**src/rtl/input_conditioner_pkg.sv**
```systemverilog
// Shared types and widths for the input conditioner and its button debouncers.
package input_conditioner_pkg;

  localparam int DATA_W  = 16;
  localparam int DEPTH_W = 4;

  // Per-button debounce state machine.
  typedef enum logic [1:0] {
    IDLE,
    PRESS_WAIT,
    HELD,
    RELEASE_WAIT
  } btn_state_t;

endpackage

```
**src/rtl/input_conditioner_if.sv**
```systemverilog
// Bundle between the board-side buttons/switches, the conditioner and the
// downstream stack. The conditioner drives the stack through the master side.
interface input_conditioner_if;
  import input_conditioner_pkg::*;

  logic               btnRead;
  logic               btnWrite;
  logic [DATA_W-1:0]  sw;
  logic [DATA_W-1:0]  _input;
  logic               switchRead;
  logic               switchWrite;
  logic [DEPTH_W-1:0] depth;
  logic               full;
  logic               empty;
  logic               reject;

  modport master (
    input  btnRead, btnWrite, sw,
    output _input, switchRead, switchWrite, depth, full, empty, reject
  );

  modport slave (
    output btnRead, btnWrite, sw,
    input  _input, switchRead, switchWrite, depth, full, empty, reject
  );

endinterface

```
**src/rtl/input_conditioner_button_debounce.sv**
```systemverilog
// Two-flop synchronizer plus debounce FSM for one raw push button.
// confirm pulses for one cycle when a press has been stable long enough;
// holding the button never produces a second confirm.
module button_debounce #(
  parameter int DEBOUNCE_CYCLES = 50000
) (
  input  logic clk,
  input  logic reset,
  input  logic btn,
  output logic confirm
);
  import input_conditioner_pkg::*;

  localparam int              CNT_W   = $clog2(DEBOUNCE_CYCLES + 1);
  localparam logic [CNT_W-1:0] CNT_MAX = CNT_W'(DEBOUNCE_CYCLES);

  logic             meta_reg;
  logic             sync_reg;
  btn_state_t       state_reg, state_next;
  logic [CNT_W-1:0] cnt_reg, cnt_next, cnt_inc;
  logic             confirm_reg, confirm_next;

  // Bring the asynchronous button into the clock domain.
  always_ff @(posedge clk) begin
    if (reset) begin
      meta_reg <= 1'b0;
      sync_reg <= 1'b0;
    end else begin
      meta_reg <= btn;
      sync_reg <= meta_reg;
    end
  end

  // Saturating increment of the stable-sample counter.
  assign cnt_inc = (cnt_reg == CNT_MAX) ? CNT_MAX : cnt_reg + 1'b1;

  // State, counter and confirm registers.
  always_ff @(posedge clk) begin
    if (reset) begin
      state_reg   <= IDLE;
      cnt_reg     <= '0;
      confirm_reg <= 1'b0;
    end else begin
      state_reg   <= state_next;
      cnt_reg     <= cnt_next;
      confirm_reg <= confirm_next;
    end
  end

  // Next-state logic; the counter is cleared on every state change.
  always_comb begin
    state_next   = state_reg;
    cnt_next     = cnt_reg;
    confirm_next = 1'b0;
    unique case (state_reg)
      IDLE: begin
        cnt_next = '0;
        if (sync_reg) state_next = PRESS_WAIT;
      end
      PRESS_WAIT: begin
        if (!sync_reg) begin
          state_next = IDLE;
          cnt_next   = '0;
        end else if (cnt_inc == CNT_MAX) begin
          state_next   = HELD;
          cnt_next     = '0;
          confirm_next = 1'b1;
        end else begin
          cnt_next = cnt_inc;
        end
      end
      HELD: begin
        cnt_next = '0;
        if (!sync_reg) state_next = RELEASE_WAIT;
      end
      RELEASE_WAIT: begin
        if (sync_reg) begin
          state_next = HELD;
          cnt_next   = '0;
        end else if (cnt_inc == CNT_MAX) begin
          state_next = IDLE;
          cnt_next   = '0;
        end else begin
          cnt_next = cnt_inc;
        end
      end
      default: begin
        state_next = IDLE;
        cnt_next   = '0;
      end
    endcase
  end

  assign confirm = confirm_reg;

endmodule

```
**src/rtl/input_conditioner.sv**
```systemverilog
// Turns two raw push buttons and a bank of switches into clean push/pop
// strobes for a downstream stack, tracking its occupancy so that pushes
// onto a full stack and pops from an empty one are refused. The stack is
// reset by the same reset net, so depth and the stack index stay aligned.
module input_conditioner
  import input_conditioner_pkg::*;
#(
  parameter int DEBOUNCE_CYCLES = 50000,
  parameter int MAX_DEPTH       = 15
) (
  input  logic                 clk,
  input  logic                 reset,
  input_conditioner_if.master  bus
);

  localparam logic [DEPTH_W-1:0] DEPTH_MAX = DEPTH_W'(MAX_DEPTH);

  logic [DATA_W-1:0]  sw_sync;
  logic               read_confirm, write_confirm;
  logic               pop_req, full_w, empty_w;
  logic               pop_pending_reg, pop_pending_next;
  logic [DEPTH_W-1:0] depth_reg, depth_next;
  logic [DATA_W-1:0]  data_reg, data_next;
  logic               push_reg, push_next;
  logic               pop_reg, pop_next;
  logic               reject_reg, reject_next;

  // Per-bit two-flop synchronizer for the data switches.
  generate
    for (genvar gi = 0; gi < DATA_W; gi++) begin : g_sw_sync
      logic meta_reg;
      logic sync_reg;
      always_ff @(posedge clk) begin
        if (reset) begin
          meta_reg <= 1'b0;
          sync_reg <= 1'b0;
        end else begin
          meta_reg <= bus.sw[gi];
          sync_reg <= meta_reg;
        end
      end
      assign sw_sync[gi] = sync_reg;
    end
  endgenerate

  button_debounce #(.DEBOUNCE_CYCLES(DEBOUNCE_CYCLES)) u_read_btn (
    .clk     (clk),
    .reset   (reset),
    .btn     (bus.btnRead),
    .confirm (read_confirm)
  );

  button_debounce #(.DEBOUNCE_CYCLES(DEBOUNCE_CYCLES)) u_write_btn (
    .clk     (clk),
    .reset   (reset),
    .btn     (bus.btnWrite),
    .confirm (write_confirm)
  );

  assign full_w  = (depth_reg == DEPTH_MAX);
  assign empty_w = (depth_reg == '0);

  // Arbitrate confirmed requests: a push wins a tie and the pop waits a cycle.
  always_comb begin
    depth_next       = depth_reg;
    data_next        = data_reg;
    push_next        = 1'b0;
    pop_next         = 1'b0;
    reject_next      = 1'b0;
    pop_pending_next = 1'b0;
    pop_req          = write_confirm | pop_pending_reg;

    if (read_confirm) begin
      data_next = sw_sync;
      if (full_w) begin
        reject_next = 1'b1;
      end else begin
        push_next  = 1'b1;
        depth_next = depth_reg + 1'b1;
      end
    end

    if (pop_req) begin
      if (push_next) begin
        pop_pending_next = 1'b1;
      end else if (empty_w) begin
        reject_next = 1'b1;
      end else begin
        pop_next   = 1'b1;
        depth_next = depth_reg - 1'b1;
      end
    end
  end

  // Registered strobes, data word and occupancy.
  always_ff @(posedge clk) begin
    if (reset) begin
      depth_reg       <= '0;
      data_reg        <= '0;
      push_reg        <= 1'b0;
      pop_reg         <= 1'b0;
      reject_reg      <= 1'b0;
      pop_pending_reg <= 1'b0;
    end else begin
      depth_reg       <= depth_next;
      data_reg        <= data_next;
      push_reg        <= push_next;
      pop_reg         <= pop_next;
      reject_reg      <= reject_next;
      pop_pending_reg <= pop_pending_next;
    end
  end

  assign bus._input      = data_reg;
  assign bus.switchRead  = push_reg;
  assign bus.switchWrite = pop_reg;
  assign bus.depth       = depth_reg;
  assign bus.full        = full_w;
  assign bus.empty       = empty_w;
  assign bus.reject      = reject_reg;

endmodule

```
**src/flat_wrapper.sv**
```systemverilog
// flat-port wrapper written by rule: the top's interface ports become plain ports
module input_conditioner_flat import input_conditioner_pkg::*;
#(
  parameter int DEBOUNCE_CYCLES = 50000,
  parameter int MAX_DEPTH       = 15
)
  (clk, reset, bus_btnRead, bus_btnWrite, bus_sw, bus__input, bus_switchRead, bus_switchWrite, bus_depth, bus_full, bus_empty, bus_reject);
  input_conditioner_if bus_i ();
  input  logic clk;
  input  logic reset;
  input wire logic [$bits(bus_i.btnRead)-1:0] bus_btnRead;
  input wire logic [$bits(bus_i.btnWrite)-1:0] bus_btnWrite;
  input wire logic [$bits(bus_i.sw)-1:0] bus_sw;
  output wire logic [$bits(bus_i._input)-1:0] bus__input;
  output wire logic [$bits(bus_i.switchRead)-1:0] bus_switchRead;
  output wire logic [$bits(bus_i.switchWrite)-1:0] bus_switchWrite;
  output wire logic [$bits(bus_i.depth)-1:0] bus_depth;
  output wire logic [$bits(bus_i.full)-1:0] bus_full;
  output wire logic [$bits(bus_i.empty)-1:0] bus_empty;
  output wire logic [$bits(bus_i.reject)-1:0] bus_reject;
  assign bus_i.btnRead = bus_btnRead;
  assign bus_i.btnWrite = bus_btnWrite;
  assign bus_i.sw = bus_sw;
  assign bus__input = bus_i._input;
  assign bus_switchRead = bus_i.switchRead;
  assign bus_switchWrite = bus_i.switchWrite;
  assign bus_depth = bus_i.depth;
  assign bus_full = bus_i.full;
  assign bus_empty = bus_i.empty;
  assign bus_reject = bus_i.reject;
  input_conditioner #(.DEBOUNCE_CYCLES(DEBOUNCE_CYCLES), .MAX_DEPTH(MAX_DEPTH)) u_core (.clk(clk), .reset(reset), .bus(bus_i));
endmodule
```
**config.mk**
```make
export PLATFORM = sky130hd
export DESIGN_NAME = input_conditioner_flat
export DESIGN_NICKNAME = d
export VERILOG_FILES = /design/src/rtl/input_conditioner_pkg.sv /design/src/rtl/input_conditioner_if.sv /design/src/rtl/input_conditioner_button_debounce.sv /design/src/rtl/input_conditioner.sv /design/src/flat_wrapper.sv
export SDC_FILE = /design/constraint.sdc
export NUM_CORES = 1
export LEC_CHECK = 0
export BUFFER_PORTS_ARGS = -buffer_cell sky130_fd_sc_hd__buf_2
export CAP_MARGIN = 5
export CORE_MARGIN = 2
export CORE_UTILIZATION = 45
export CTS_BUF_LIST = sky130_fd_sc_hd__clkbuf_4 sky130_fd_sc_hd__clkbuf_8
export CTS_CLUSTER_SIZE = 16
export DETAILED_ROUTE_END_ITERATION = 16
export PLACE_DENSITY = 0.7
export REMOVE_ABC_BUFFERS = 1
export SETUP_SLACK_MARGIN = 0.3
export SYNTH_ARGS = -nofsm -noshare
export SYNTH_HDL_FRONTEND = slang
export SYNTH_HIERARCHICAL = 1
export SYNTH_SLANG_ARGS = --single-unit
```
**constraint.sdc**
```tcl
create_clock -name clk -period 2.25 [get_ports clk]
set_input_delay 0.45 -clock clk [delete_from_list [all_inputs] [get_ports clk]]
set_output_delay 0.45 -clock clk [all_outputs]
set_load 0.02 [all_outputs]
```
==> results.txt <==
status -> finished, violations left
failing checks -> negative setup slack
clk sinks -> 98
chip width -> 100.5 um
Fillers -> 758
simple-gate share of the synthesized area -> 0.2821
mux cell area share after synthesis -> 0.04812
pin count of the biggest net entering global routing -> 60
Hold Fails Final Rpt -> 0
DR iter-0 viols -> 141
Ant. Diodes -> 0
Metal-1 WL -> 4168 um
Sw Pwr -> 0.0006969 W
Worst Path Max Fanout -> 6
most instantiated cells after synthesis -> 98 x dfxtp_1, 68 x nor2_1, 38 x nor2b_1
endpoints failing setup -> 26
clock share of power -> 0.397
fin crit share -> 1.066
hold slack -> 0.2865 ns
Area Growth Syn to Fin -> 34.13%
DRT antenna net count -> 0
area share of the largest cell type after synthesis -> 0.4686
input/output buffers -> 44
CTS Buf Count -> 9
Place WS -> -0.2606 ns
CTS Root Cell -> clkbuf_8
vias -> 3,418
RD Place Congestion -> 0.8829
number of remaining DRC errors -> 0
Data required, critical path -> 2.50 ns
wire length on met3 -> 327 um
Setup crit end -> u_core/u_read_btn/cnt_reg[5]
Slew @ Worst Pin -> 0.6092 ns
Core Region -> 9153 um^2
XOR/XNOR Fraction of Synth Area -> 0.06904
sequential-to-total area share from yosys stat -> 0.4686
post-synthesis cell area -> 4187 um^2
largest family of logic cells by synthesized area -> simple AND/OR/NAND/NOR gates
worst-case reg-to-reg path depth -> 8
DRT Pass-1 Iters -> 4
Post-Syn Instances -> 442
CTS Buffer Depth -> 2
sequential cell area -> 1992 um^2
CTS hold repair buffers -> 0
Switching Fraction -> 0.2293
most common cell in the netlist -> dfxtp_1
Core Util, Final -> 0.6135
Total GRT Usage -> 0.1927
Synth Register Bits -> 98
cells taking the most area after synthesis -> dfxtp_1 47%, nor2_1 6.1%, nor2b_1 5.7%
Yosys Warn Count -> 6
FF-to-FF Start -> u_core/u_read_btn/cnt_reg[4]
crit path DAT -> 2.65 ns
CTS H-tree lvls -> 3
max-cap violation count -> 0
layout cells sized above 1 -> 0.4021
library cells used by synthesis -> 50
first-pass GRT wire length -> 15,580 um
dpl cells -> 643
routed wire length -> 9326 um
uppermost layer routed -> met4
Die ar. -> 10,090 um^2
P_int -> 0.002342 W
grt total ovfl -> 0
CP Capture Type -> flip-flop
Die H -> 100.5 um
Max transition margin -> 0.5896
maximum clock rate -> 416.8 MHz
Worst-path clk slew -> 0.11 ns
RSZ-0062 raised after global routing -> true
maximum VDD drop -> 0.3933 mV
syn avg cell area -> 9.472 um^2
io pins -> 45
Setup crit start -> u_core/u_read_btn/cnt_reg[4]
initial antenna violation count -> 0
row count -> 35
vias in the first global route -> 3,388
ys async rst share -> 0
worst reg-to-reg setup slack -> -0.15 ns
Seq pwr share -> 0.582
CP Class -> reg2reg
fin nets -> 583
worst hold path type -> in2reg
CTS tree -> built
biggest area consumer among synthesized cells -> dfxtp_1
RR Endpoint -> u_core/u_read_btn/cnt_reg[5]
min cycle time layout -> 2.399 ns
vias per cell -> 5.079
DR WL met2 -> 4690 um
final worst slack -> -0.1489 ns
post-synthesis compound-gate area fraction -> 0.06904
startpoint types -> flip-flop
starting density of the core -> 0.4574
post-synthesis adder-cell area fraction -> 0.01793
Top FF cell, synth -> dfxtp_1
total power -> 0.003039 W
clock skew -> 0.009786 ns
drt wl/cell -> 13.86 um
placed wire-length estimate -> 6346 um
Final Max Slew Viols -> 0
Post-synth EDFFs -> 0
pwr/cell area -> 541.2 nW/um^2
combinational share of power -> 0.021
post-route insts no fill -> 673
Leak -> 2.119 nW
Skew-Pair Late Insertion Delay -> 0.36 ns
multi-input logic area -> 2288 um^2
-- final cells by class --
class                   count  area share
well taps                 111     0.02473
multi-input cells         302      0.4075
flip-flops and latches     98      0.3547
clock inverters             7     0.01716
clock buffers               9     0.02206
inverters                  20     0.01337
repair buffers            126      0.1604
-- per-stage QoR --
stage | TNS, ns | instance area, um^2
after floorplan | -6.382 | 4073
after global placement | -4.335 | 4955
after detailed placement | -5.904 | 4955
after CTS | -1.889 | 5503
after global routing | -4.670 | 5615
final | -2.495 | 5615
-- power by group through the flow --
stage | sequential, W | clock, W | combinational [W]
after floorplan | 0.00181 | 0 | 0.0000254
after global placement | 0.00181 | 0 | 0.0000602
after detailed placement | 0.00181 | 0 | 0.0000621
after CTS | 0.00177 | 0.00124 | 0.0000630
after global routing | 0.00177 | 0.00131 | 0.0000703
final | 0.00177 | 0.00121 | 0.0000628
-- per-layer routing --
layer  vias to the layer above  GRT usage
met1                      1598     0.2420
met2                        66     0.3273
met4                         0    0.07060
li1                       1742          -
met3                        12    0.04022
met5                         -          0
-- timing repair --
action | 4_1_cts | 5_1_grt
cloned | 1 | 0
setup endpoints to repair | 32 | 32
pin swaps | 16 | 5
resized for setup | 57 | 31
setup buffers | 12 | 1
-- worst min-delay path by stage --
stage,start,endpoint,depth (start not counted)
3_3_place_gp,u_core/u_read_btn/meta_reg,u_core/u_read_btn/sync_reg,1
2_1_floorplan,u_core/g_sw_sync[0].meta_reg,u_core/g_sw_sync[0].sync_reg,1
4_1_cts,bus_sw[10],u_core/g_sw_sync[10].meta_reg,2
3_5_place_dp,u_core/g_sw_sync[6].meta_reg,u_core/g_sw_sync[6].sync_reg,1
5_1_grt,bus_sw[8],u_core/g_sw_sync[8].meta_reg,2
6_report,bus_sw[3],u_core/g_sw_sync[3].meta_reg,2
-- cell usage in the layout, fill, tap and decap left out, drive strengths merged, types with 3 or more instances in the layout --
cell,count
nand4,6
xor2,9
nand2,16
and4,3
buf,126
nor2b,38
nand3,16
clkbuf,9
a31oi,11
nor4,18
ha,6
o31a,4
nor3,9
or4,6
nand2b,6
mux2i,19
dfxtp,98
nor2,68
inv,23
xnor2,24
o21ai,5
-- critical path, cell delays in order, from the launching register on --
cell and delay [ns]:
dfxtp_2 0.36, nand4_2 0.11, or4_4 0.49, xor2_1 0.17, or4_4 0.59, o31ai_4 0.25, buf_4 0.16, buf_12 0.12
nor2_1 0.05
-- cells by family (layout without fill, tap and decap cells) --
logic type      count (synthesis)  in the layout
flops                          98             98
simple gates                  207            207
mux                            20             20
xor+xnor                       33             33
buf+inv                        42            162
fa+ha+maj                       6              6
compound gates                 36             36
(Power assumes the default switching activity.)
